**src/rtl/ps2_scan_rx_pkg.sv**
```systemverilog
// ps2_scan_rx_pkg: frame FSM states and frame-level constants shared by the PS/2 receiver
package ps2_scan_rx_pkg;
  typedef enum logic [1:0] {IDLE, DATA, PARITY, STOP} state_t;
  localparam int DATA_BITS = 8;
  function automatic logic odd_ok(input logic [7:0] b, input logic p);
    return ^b ^ p;
  endfunction
endpackage

```
**src/rtl/ps2_scan_rx_if.sv**
```systemverilog
// ps2_scan_rx_if: CPU-side read/flag bus of the PS/2 receiver
interface ps2_scan_rx_if;
  logic read;
  logic clear;
  logic [7:0] key_out;
  logic ready;
  logic full;
  logic overflow;
  logic frame_err;
  modport master(output read, clear, input key_out, ready, full, overflow, frame_err);
  modport slave(input read, clear, output key_out, ready, full, overflow, frame_err);
endinterface

```
**src/rtl/ps2_scan_rx_sync_fifo.sv**
```systemverilog
// sync_fifo: show-ahead single-clock FIFO with extra pointer MSB for full/empty
module sync_fifo #(
  parameter int WIDTH = 8,
  parameter int DEPTH = 8
) (
  input  logic             clk,
  input  logic             rst_n,
  input  logic             push,
  input  logic             pop,
  input  logic [WIDTH-1:0] din,
  output logic [WIDTH-1:0] head,
  output logic             empty,
  output logic             full
);
  localparam int AW = $clog2(DEPTH);
  logic [WIDTH-1:0] mem [DEPTH];
  logic [AW:0] wp, rp;
  logic do_push, do_pop;
  assign empty = wp == rp;
  assign full = (wp[AW] != rp[AW]) && (wp[AW-1:0] == rp[AW-1:0]);
  assign do_pop = pop & ~empty;
  assign do_push = push & (~full | do_pop);
  assign head = mem[rp[AW-1:0]];
  always_ff @(posedge clk or negedge rst_n)
    if (!rst_n) begin
      wp <= '0;
      rp <= '0;
    end else begin
      if (do_push) wp <= wp + 1'b1;
      if (do_pop) rp <= rp + 1'b1;
    end
  always_ff @(posedge clk)
    if (do_push) mem[wp[AW-1:0]] <= din;
endmodule

```
**src/rtl/ps2_scan_rx.sv**
```systemverilog
// ps2_scan_rx: PS/2 keyboard frame receiver feeding a scan-code FIFO read by the CPU
module ps2_scan_rx
  import ps2_scan_rx_pkg::*;
#(
  parameter int FIFO_DEPTH  = 8,
  parameter int FILTER_LEN  = 8,
  parameter int TIMEOUT_CYC = 100000
) (
  input logic clk_100mhz,
  input logic rst_n,
  input logic ps2_clk,
  input logic ps2_data,
  ps2_scan_rx_if.slave bus
);
  localparam int FW = $clog2(FILTER_LEN + 1);
  localparam int TW = $clog2(TIMEOUT_CYC);
  state_t st, nxt;
  logic [1:0] clk_s, dat_s, rd_s;
  logic [FW-1:0] flt_cnt;
  logic [TW-1:0] to_cnt;
  logic flt, flt_d, rd_d, fall, pop, timeout, dat;
  logic [7:0] shift, head;
  logic [2:0] bit_cnt;
  logic par, push_d, push_q, err_d, empty, fifo_full, frame_err, overflow;
  assign dat = dat_s[1];
  assign fall = flt_d & ~flt;
  assign pop = rd_s[1] & ~rd_d;
  assign timeout = (st != IDLE) && (to_cnt == TW'(TIMEOUT_CYC - 1));
  always_ff @(posedge clk_100mhz or negedge rst_n)
    if (!rst_n) begin
      {clk_s, dat_s, rd_s, flt, flt_d, rd_d} <= '1;
      flt_cnt <= '0;
      to_cnt <= '0;
    end else begin
      clk_s <= {clk_s[0], ps2_clk};
      dat_s <= {dat_s[0], ps2_data};
      rd_s <= {rd_s[0], bus.read};
      flt_d <= flt;
      rd_d <= rd_s[1];
      to_cnt <= (fall || st == IDLE || timeout) ? '0 : to_cnt + 1'b1;
      // a level change is only taken after FILTER_LEN consecutive disagreeing samples
      if (clk_s[1] == flt) flt_cnt <= '0;
      else if (flt_cnt == FW'(FILTER_LEN - 1)) begin
        flt <= clk_s[1];
        flt_cnt <= '0;
      end else flt_cnt <= flt_cnt + 1'b1;
    end
  always_ff @(posedge clk_100mhz or negedge rst_n)
    if (!rst_n) st <= IDLE;
    else st <= nxt;
  always_comb begin
    nxt = st;
    if (timeout) nxt = IDLE;
    else if (fall)
      case (st)
        IDLE:    nxt = dat ? IDLE : DATA;
        DATA:    nxt = (bit_cnt == 3'(DATA_BITS - 1)) ? PARITY : DATA;
        PARITY:  nxt = STOP;
        default: nxt = IDLE;
      endcase
  end
  always_comb begin
    push_d = fall && !timeout && st == STOP && dat && odd_ok(shift, par);
    err_d = timeout || (fall && ((st == IDLE && dat) || (st == STOP && !(dat && odd_ok(shift, par)))));
  end
  always_ff @(posedge clk_100mhz or negedge rst_n)
    if (!rst_n) begin
      shift <= '0;
      bit_cnt <= '0;
      par <= 1'b0;
      push_q <= 1'b0;
      frame_err <= 1'b0;
      overflow <= 1'b0;
    end else begin
      push_q <= push_d;
      frame_err <= err_d | (frame_err & ~bus.clear);
      overflow <= (push_q & fifo_full & ~pop) | (overflow & ~bus.clear);
      if (fall && !timeout && st == IDLE) bit_cnt <= '0;
      if (fall && !timeout && st == DATA) begin
        shift <= {dat, shift[7:1]};
        bit_cnt <= bit_cnt + 1'b1;
      end
      if (fall && !timeout && st == PARITY) par <= dat;
    end
  sync_fifo #(.WIDTH(8), .DEPTH(FIFO_DEPTH)) u_fifo (
    .clk(clk_100mhz), .rst_n(rst_n), .push(push_q), .pop(pop),
    .din(shift), .head(head), .empty(empty), .full(fifo_full)
  );
  assign bus.key_out = empty ? 8'h00 : head;
  assign bus.ready = ~empty;
  assign bus.full = fifo_full;
  assign bus.overflow = overflow;
  assign bus.frame_err = frame_err;
endmodule

```
**src/flat_wrapper.sv**
```systemverilog
// flat-port wrapper written by rule: the top's interface ports become plain ports
module ps2_scan_rx_flat import ps2_scan_rx_pkg::*;
#(
  parameter int FIFO_DEPTH  = 8,
  parameter int FILTER_LEN  = 8,
  parameter int TIMEOUT_CYC = 100000
)
  (clk_100mhz, rst_n, ps2_clk, ps2_data, bus_read, bus_clear, bus_key_out, bus_ready, bus_full, bus_overflow, bus_frame_err);
  ps2_scan_rx_if bus_i ();
  input logic clk_100mhz;
  input logic rst_n;
  input logic ps2_clk;
  input logic ps2_data;
  input wire logic [$bits(bus_i.read)-1:0] bus_read;
  input wire logic [$bits(bus_i.clear)-1:0] bus_clear;
  output wire logic [$bits(bus_i.key_out)-1:0] bus_key_out;
  output wire logic [$bits(bus_i.ready)-1:0] bus_ready;
  output wire logic [$bits(bus_i.full)-1:0] bus_full;
  output wire logic [$bits(bus_i.overflow)-1:0] bus_overflow;
  output wire logic [$bits(bus_i.frame_err)-1:0] bus_frame_err;
  assign bus_i.read = bus_read;
  assign bus_i.clear = bus_clear;
  assign bus_key_out = bus_i.key_out;
  assign bus_ready = bus_i.ready;
  assign bus_full = bus_i.full;
  assign bus_overflow = bus_i.overflow;
  assign bus_frame_err = bus_i.frame_err;
  ps2_scan_rx #(.FIFO_DEPTH(FIFO_DEPTH), .FILTER_LEN(FILTER_LEN), .TIMEOUT_CYC(TIMEOUT_CYC)) u_core (.clk_100mhz(clk_100mhz), .rst_n(rst_n), .ps2_clk(ps2_clk), .ps2_data(ps2_data), .bus(bus_i));
endmodule
```
**config.mk**
```make
export PLATFORM = sky130hd
export DESIGN_NAME = ps2_scan_rx_flat
export DESIGN_NICKNAME = d
export VERILOG_FILES = /design/src/rtl/ps2_scan_rx_pkg.sv /design/src/rtl/ps2_scan_rx_if.sv /design/src/rtl/ps2_scan_rx_sync_fifo.sv /design/src/rtl/ps2_scan_rx.sv /design/src/flat_wrapper.sv
export SDC_FILE = /design/constraint.sdc
export NUM_CORES = 1
export LEC_CHECK = 0
export ABC_AREA = 0
export BUFFER_PORTS_ARGS = -buffer_cell sky130_fd_sc_hd__buf_2
export CORE_AREA = 4 4 106 108
export CTS_CLUSTER_DIAMETER = 50
export DETAILED_ROUTE_END_ITERATION = 7
export DIE_AREA = 0 0 110 112
export GPL_TIMING_DRIVEN = 0
export MAX_ROUTING_LAYER = met4
export PLACE_DENSITY = 0.66
export SYNTH_ARGS = -nofsm -noshare
export SYNTH_HDL_FRONTEND = slang
export SYNTH_SLANG_ARGS = --single-unit
```
**constraint.sdc**
```tcl
create_clock -name clk_100mhz -period 3.1 [get_ports clk_100mhz]
set_input_delay 0.62 -clock clk_100mhz [delete_from_list [all_inputs] [get_ports clk_100mhz]]
set_output_delay 0.62 -clock clk_100mhz [all_outputs]
set_load 0.05 [all_outputs]
```
==> results of run 1 <==
## cell type report
| class | instances | share of cell area, % |
|---|---|---|
| clock inverter | 15 | 3.60 |
| sequential | 119 | 55.4 |
| clock buffer | 17 | 6.93 |
| buffer | 13 | 1.17 |
| multi-input combinational | 195 | 27.8 |
| tap | 136 | 2.85 |
| inverter | 10 | 0.629 |
| timing repair buffer | 18 | 1.59 |
## registers in the layout (all words and copies together) (netlist names), 3 cells and up
register           flops
u_core.u_fifo.mem     64
u_core.bit_cnt         3
u_core.u_fifo.rp       4
u_core.u_fifo.wp       4
u_core.to_cnt         17
u_core.flt_cnt         4
u_core.shift           8
## per-layer routing
layer	up-vias	global-route usage, %
met5	-	-
met4	0	6.65
met3	12	3.48
met2	59	23.6
met1	1419	22.2
li1	1332	-
## where the power goes
| part | total (mW) | internal, mW | leakage (nW) | switching [mW] |
|---|---|---|---|---|
| logic | 0.357 | 0.161 | 0.746 | 0.196 |
| clock network | 2.06 | 1.33 | 0.306 | 0.730 |
| registers | 1.88 | 1.78 | 1.31 | 0.0998 |
## Yosys cell counts, drive strengths merged
cell / number / area share, %
a21oi: 7 / 0.69
a22o: 1 / 0.17
a32oi: 1 / 0.17
and3: 4 / 0.49
and4: 1 / 0.20
and4bb: 1 / 0.25
buf: 6 / 0.62
clkbuf: 7 / 0.57
dfrtp: 46 / 23
dfstp: 9 / 4.7
edfxtp: 64 / 38
ha: 6 / 1.5
inv: 10 / 0.74
mux2: 13 / 2.9
mux2i: 11 / 2.2
mux4: 16 / 7.1
nand2: 13 / 0.96
nand2b: 3 / 0.37
nand3: 9 / 0.99
nand3b: 1 / 0.15
nand4: 8 / 1.1
nand4b: 1 / 0.47
nor2: 36 / 2.7
nor2b: 3 / 0.37
nor3: 9 / 0.89
nor4: 2 / 0.25
nor4b: 1 / 0.17
o2111ai: 1 / 0.17
o211ai: 4 / 0.69
o21a: 1 / 0.15
o21ai: 6 / 0.96
o31ai: 3 / 0.44
or3: 3 / 0.47
or4: 2 / 0.30
xnor2: 18 / 3.1
xnor3: 2 / 0.89
xor2: 8 / 1.4
## worst max-delay path by stage
| stage | startpoint | slack [ns] | endpoint |
|---|---|---|---|
| final | u_core.u_fifo.wp[0] | 0.17 | bus_ready |
| after global routing | u_core.u_fifo.wp[0] | 0.02 | bus_ready |
| after floorplan | u_core.u_fifo.rp[0] | 0.59 | bus_key_out[0] |
| after CTS | u_core.u_fifo.rp[0] | 0.06 | bus_key_out[2] |
| after global placement | u_core.u_fifo.rp[0] | 0.11 | u_core.u_fifo.mem[0][4] |
| after detailed placement | u_core.u_fifo.rp[0] | 0.29 | u_core.u_fifo.mem[4][3] |
## metrics by stage
stage                     setup slack, ns  power [mW]  util (%)  cell area (sq um)  hold slack (ns)
after floorplan                     0.588        2.16         -               5060            0.324
after global placement              0.107        2.25      52.0               5320            0.346
after detailed placement            0.292        2.27      52.1               5330            0.348
after CTS                          0.0635        4.33      58.3               5970            0.186
after global routing               0.0205        4.49      58.4               5970            0.184
final                               0.166        4.29      58.4               5970            0.163
## critical path: stages (launching register included)
cell and delay (ns):
dfrtp_1 0.37, clkbuf_1 0.34, xnor2_1 0.20, nand3_1 0.12, nor2_2 0.37, inv_1 0.17
buf_2 0.25
## cell families (layout without fill, tap and decap cells)
| kind of cell | count (synthesis) | after routing | synth area share (%) |
|---|---|---|---|
| xor+xnor | 28 | 28 | 5.39 |
| flops | 119 | 119 | 65.4 |
| compound gates | 24 | 24 | 3.46 |
| fa+ha+maj | 6 | 6 | 1.48 |
| simple gates | 97 | 97 | 10.2 |
| buf+inv | 23 | 73 | 1.93 |
| mux | 40 | 40 | 12.2 |
## repair_timing
| item | 4_1_cts | 5_1_grt |
|---|---|---|
| hold buffers | 0 | 0 |
| gates resized for setup | 3 | 1 |
| setup endpoints to repair | 8 | 6 |
| setup buffers | 0 | 0 |
==> flow_summary.yaml, run 1 <==
grt:
  grt_start_max_net_pins: 56
  antenna_found_initial: 0
  grt_pass1_vias: 2833
  grt_pass1_wl_um: 14700
  track_usage_pct: 16.2
  gr-total-overflow: 0
drt:
  postRouteAntennaNets: 0
  initialDrtViolationCount: 183
  drt_pass1_iterations: 4
  wl_per_cell_um: 16.7
  route.top_layer_used: "met4"
  wl_met3_um: 323
  vias_per_cell: 5.40
  wirelength_um: 8720
  num_vias: 2822
  wl_met1_um: 4020
  drc: 0
  wl_met2_um: 4280
setup_path:
  path_max_fanout: 9
  arrival_ns: 2.31
  timing.rr.start: "u_core.u_fifo.wp[0]"
  required_ns: 2.48
  cp-end-kind: "primary output"
  regToRegSetupSlack_ns: 0.37
  crit_type: "reg -> out"
  reg2regPathDepth: 5
  cp-start-kind: "register"
  r2r_end: "u_core.u_fifo.mem[3][1]"
sta:
  slew-limit-headroom_pct: 12.5
  period_needed_ns: 2.93
  setup_viol: 0
  finalHoldViolations: 0
  finClkSkew_ns: 0.00890
  fmax_ghz: 0.341
  drv_slew: 0
  fin_tns_setup_ns: 0
  rsz0062_at_grt: "false"
  post-route-period-util_pct: 94.7
  tightest_slew_ns: 1.30
floorplan:
  core_sq_um: 10200
  die_area_sq_um: 12300
  num_io_pins: 18
  start_util_pct: 49.5
  num_rows: 37
  dieHeight_um: 112
  fp.dieW_um: 110
layout:
  drive_above_1_share_pct: 27.9
  layout.cells.non_filler: 523
  n_antenna_cell: 0
  nFillCells: 802
  final_cell_mix: "edfxtp_1 (64), dfrtp_1 (46), nor2_1 (35), buf_2 (18), xnor2_1 (18)"
  area_growth_pct: 18.0
  final_common_cell: "edfxtp_1"
  multi_input_area_sq_um: 1660
  ff_latch_area_sq_um: 3310
  fin_nets: 386
yosys:
  ys_warn_count: 0
  yosysSeqAreaShare_pct: 65.4
  syn-num-nets: 349
  synth-seq-cells: 119
  synthCells: 337
  syn-mean-instance-area_sq_um: 15.0
  syn_area_sq_um: 5060
  yosysUniqueCellTypes: 47
power:
  max-vdd-ir-drop_v: 0.000517
  leakage_nw: 2.36
  p_per_area_nw_per_um2: 718
clock_tree:
  cts_tree: "done"
  cts_buffers: 17
  clock-sinks: 119
  clk_pin_slew_ns: 0.06
  clk_path_buf_depth: 2
  htree_num_levels: 4
  root_buffer: "clkbuf_8"
  clk_latency_ns: 0.51
placement:
  dp.cells: 491
  portBuffers: 17
  dp_hpwl_um: 5750
  gp_congestion: 0.818
flow_run:
  maxCapViolations: 0
run_status:
  status: "finished, final reports clean"
hold_path:
  hold_class: "in -> async"
Note: power is estimated with default switching activity, not from simulation.
==> run 2: changes to the inputs <==
Settings changed: CORE_AREA 4 4 106 108 to 10 10 141 143, DIE_AREA 0 0 110 112 to 0 0 151 153, PLACE_DENSITY 0.66 to not set.
==> run 2 against run 1 <==
Power fell by 1.2%. Register-to-register slack barely moved. Setup slack better by 0.023 ns. Clock-buffer cell count did not move. Final cell count up 17%. Sequential cell count stayed put. Worst hold slack better by 0.10 ns.
==> flow_summary.yaml, run 2 (synthesis gave the netlist of run 1 again) <==
sta:
  tightest_slew_ns: 1.28
  finalHoldViolations: 0
  setup_viol: 0
  fmax_ghz: 0.344
  post-route-period-util_pct: 93.9
  finClkSkew_ns: 0.00843
  slew-limit-headroom_pct: 13.8
  period_needed_ns: 2.91
  drv_slew: 0
  rsz0062_at_grt: "false"
  hold_ws_ns: 0.266
power:
  sw_frac_of_total_pct: 25.5
  intPower_mw: 3.16
  netSwitchingPower_mw: 1.08
  max-vdd-ir-drop_v: 0.000403
  seqPwrFrac_pct: 44.3
  power.share.combinational_pct: 8.5
  leakage_nw: 2.35
  clockPowerShare_pct: 47.3
  p_per_area_nw_per_um2: 699
layout:
  final_common_cell: "edfxtp_1"
  largest_register_ffs: 64
  layout.cells.non_filler: 612
  area_growth_pct: 19.8
  final_cell_mix: "edfxtp_1 (64), dfrtp_1 (46), nor2_1 (35), buf_2 (18), xnor2_1 (18)"
  fin_nets: 386
  n_antenna_cell: 0
  drive_above_1_share_pct: 28.2
clock_tree:
  post_cts_buffers: 0
  htree_num_levels: 4
  cts_tree: "done"
  clock-sinks: 119
  clk_pin_slew_ns: 0.06
  root_buffer: "clkbuf_16"
  cts_buffers: 17
  clk_path_buf_depth: 2
  clk_latency_ns: 0.41
setup_path:
  arrival_ns: 2.29
  cp-start-kind: "register"
  path_max_fanout: 10
  required_ns: 2.48
  cp-end-kind: "primary output"
  crit_type: "reg -> out"
placement:
  dp_hpwl_um: 6050
  gp_congestion: 0.760
  dp.cells: 580
  portBuffers: 17
grt:
  gr-total-overflow: 0
  grt_pass1_vias: 2940
  antenna_found_initial: 0
  track_usage_pct: 8.61
  grt_start_max_net_pins: 56
  grt_pass1_wl_um: 15100
floorplan:
  num_io_pins: 18
  core_sq_um: 17100
  num_rows: 48
  fp.dieW_um: 151
  start_util_pct: 29.7
  dieHeight_um: 153
  die_area_sq_um: 23100
drt:
  postRouteAntennaNets: 0
  drt_pass1_iterations: 4
  wl_per_cell_um: 14.9
  drc: 0
  wirelength_um: 9120
  initialDrtViolationCount: 186
  vias_per_cell: 4.61
  num_vias: 2821
hold_path:
  hold_class: "in -> async"
flow_run:
  maxCapViolations: 0
run_status:
  status: "finished, final reports clean"
## run 2: cell types whose count changed in the layout (fill, tap and decap cells not counted), sizes merged
cell / before / now
buf: 24 / 23
bufinv: 4 / 2
clkbuf: 24 / 25
clkinv: 4 / 2
inv: 16 / 20
## run 2: path summary, 6_finish.rpt
path,start,endpoint,slack [ns],cells past startpoint
worst max-delay path,u_core.u_fifo.rp[0],bus_key_out[3],0.19,6
worst min-delay path,rst_n,u_core.to_cnt[11],0.27,1
worst max register to register,u_core.u_fifo.wp[0],u_core.u_fifo.mem[1][2],0.36,5
worst min register to register,u_core.rd_s[0],u_core.rd_s[1],0.36,0
max in group asynchronous,rst_n,u_core.u_fifo.rp[1],2.37,1
min in group clk_100mhz,ps2_clk,u_core.clk_s[0],0.31,1
## run 2: power groups by stage
stage	Combinational [mW]	Clock (mW)	Sequential (mW)
2_1_floorplan	0.275	0	1.89
3_3_place_gp	0.354	0	1.90
3_5_place_dp	0.366	0	1.91
4_1_cts	0.368	2.04	1.88
5_1_grt	0.409	2.12	1.90
6_report	0.359	2.00	1.88
## run 2: critical path, cell delays in order (launching register included)
cell      delay [ns]
dfrtp_1         0.34
clkbuf_4        0.27
buf_4           0.27
mux4_2          0.57
mux2i_1         0.15
nor2_1          0.05
buf_2           0.22
## run 2: cell type report
class	count	area, sq um
clock buffer	17	425
timing repair buffer	18	95.1
inverter	10	37.5
tap	225	282
multi-input combinational	195	1670
clock inverter	15	180
fill	1670	11000
sequential	119	3310
buffer	13	66.3
## run 2: per-layer routing
layer | GRT usage (%) | wire length (um) | vias up
li1 | - | - | 1331
met1 | 10.7 | 4380 | 1437
met2 | 12.8 | 4330 | 43
met3 | 2.69 | 305 | 10
met4 | 3.39 | 104 | 0
met5 | - | 0 | -
## run 2: repair_timing
| action | CTS | global route |
|---|---|---|
| gates resized for setup | 1 | 3 |
| setup endpoints to repair | 8 | 8 |
| hold buffers | 0 | 0 |
## run 2: per-stage QoR
step           setup WS, ns  utilization [%]  total power, mW  area (sq um)  setup TNS (ns)
5_1_grt              0.0390             35.5             4.42          6060               0
3_5_place_dp          0.262             31.9             2.27          5440               0
3_3_place_gp      -0.000846             31.8             2.25          5430        -0.00452
6_report              0.189             35.5             4.24          6060               0
4_1_cts              0.0386             35.5             4.29          6050               0
2_1_floorplan         0.588                -             2.16          5060               0
==> run 3: changes to the inputs <==
Settings changed: HOLD_SLACK_MARGIN set to 0.02, MAX_ROUTING_LAYER met4 to not set.
==> run 3 against run 2 <==
Critical path depth unchanged. Fmax about the same. Clock power about the same.
==> flow_summary.yaml, run 3 (synthesis gave the netlist of run 1 again) <==
floorplan:
  num_io_pins: 18
  fp.dieW_um: 151
  dieHeight_um: 153
  die_area_sq_um: 23100
  num_rows: 48
  start_util_pct: 29.7
  core_sq_um: 17100
placement:
  dp_hpwl_um: 6050
  gp_congestion: 0.750
  dp.cells: 580
  portBuffers: 17
sta:
  period_needed_ns: 2.91
  finalHoldViolations: 0
  slew-limit-headroom_pct: 14.1
  post-route-period-util_pct: 93.9
  drv_slew: 0
  finClkSkew_ns: 0.00867
  fmax_ghz: 0.343
  rsz0062_at_grt: "false"
  tightest_slew_ns: 1.28
  setup_viol: 0
clock_tree:
  post_cts_buffers: 0
  htree_num_levels: 4
  clk_path_buf_depth: 2
  clk_pin_slew_ns: 0.06
  clk_latency_ns: 0.41
  clock-sinks: 119
  root_buffer: "clkbuf_16"
  cts_tree: "done"
  ctsResizeCount: 1
  cts_buffers: 17
  postCtsHoldBufs: 0
drt:
  vias_per_cell: 4.63
  initialDrtViolationCount: 190
  drc: 0
  drt_pass1_iterations: 4
  postRouteAntennaNets: 0
  num_vias: 2834
  wirelength_um: 9130
  wl_per_cell_um: 14.9
grt:
  grt_pass1_vias: 2943
  antenna_found_initial: 0
  grt_start_max_net_pins: 56
  grt_pass1_wl_um: 15100
  gr-total-overflow: 0
  track_usage_pct: 8.37
power:
  leakage_nw: 2.35
  p_per_area_nw_per_um2: 700
  max-vdd-ir-drop_v: 0.000406
hold_path:
  hold_class: "in -> async"
layout:
  nFillCells: 1670
  final_util_pct: 35.5
  n_antenna_cell: 0
  area_growth_pct: 19.8
  final_common_cell: "edfxtp_1"
  final_cell_mix: "edfxtp_1 (64), dfrtp_1 (46), nor2_1 (35), buf_2 (18), xnor2_1 (18)"
  drive_above_1_share_pct: 28.2
  layout.cells.non_filler: 612
  largest_register_ffs: 64
  fin_nets: 386
  multi_input_area_sq_um: 1670
  ff_latch_area_sq_um: 3310
setup_path:
  cp-start-kind: "register"
  cp-end-kind: "primary output"
  path_max_fanout: 10
  required_ns: 2.48
  arrival_ns: 2.29
  reg2regPathDepth: 5
  crit_type: "reg -> out"
flow_run:
  maxCapViolations: 0
run_status:
  status: "finished, final reports clean"
run 3: cell counts in the layout (fill, tap and decap cells not counted):
Identical to the previous run, type by type.
run 3: metal layers:
layer | share of wire, % | global-route usage (%) | up-vias | wire length (um)
li1 | - | - | 1332 | -
met1 | 48 | 10.7 | 1442 | 4380
met2 | 48 | 12.8 | 49 | 4340
met3 | 3.3 | 2.48 | 11 | 301
met4 | 1.2 | 3.81 | 0 | 112
met5 | 0 | 0 | - | 0
run 3: worst paths after layout:
path	startpoint	slack, ns	endpoint
min	rst_n	0.26	u_core.to_cnt[11]
min in group clk_100mhz	ps2_clk	0.31	u_core.clk_s[0]
max reg2reg	u_core.u_fifo.wp[0]	0.36	u_core.u_fifo.mem[1][0]
min reg2reg	u_core.rd_s[0]	0.36	u_core.rd_s[1]
max in group asynchronous	rst_n	2.37	u_core.u_fifo.rp[1]
max	u_core.u_fifo.rp[0]	0.19	bus_key_out[3]
run 3: critical path: stages, from the launching register on:
cell	delay, ns
dfrtp_1	0.34
clkbuf_4	0.27
buf_4	0.27
mux4_2	0.57
mux2i_1	0.15
nor2_1	0.05
buf_2	0.22
run 3: through the flow:
stage	setup TNS [ns]	instance area, sq um	setup slack (ns)	hold WS, ns	total power [mW]
3_3_place_gp	-0.00452	5430	-0.000846	0.348	2.25
5_1_grt	0	6060	0.0404	0.289	4.42
2_1_floorplan	0	5060	0.588	0.324	2.16
4_1_cts	0	6050	0.0386	0.289	4.29
3_5_place_dp	0	5440	0.262	0.347	2.27
6_report	0	6060	0.189	0.262	4.24
run 3: cell type report:
class	instances	share of cell area (%)
clock buffer	17	7.02
timing repair buffer	18	1.57
clock inverter	15	2.97
multi-input combinational	195	27.5
inverter	10	0.619
tap	225	4.64
buffer	13	1.09
sequential	119	54.6
run 3: power by group:
part	total [mW]	internal (mW)	switching (mW)
Combinational	0.360	0.160	0.200
Clock	2.00	1.22	0.785
Sequential	1.88	1.78	0.100
Total	4.24	3.16	1.09
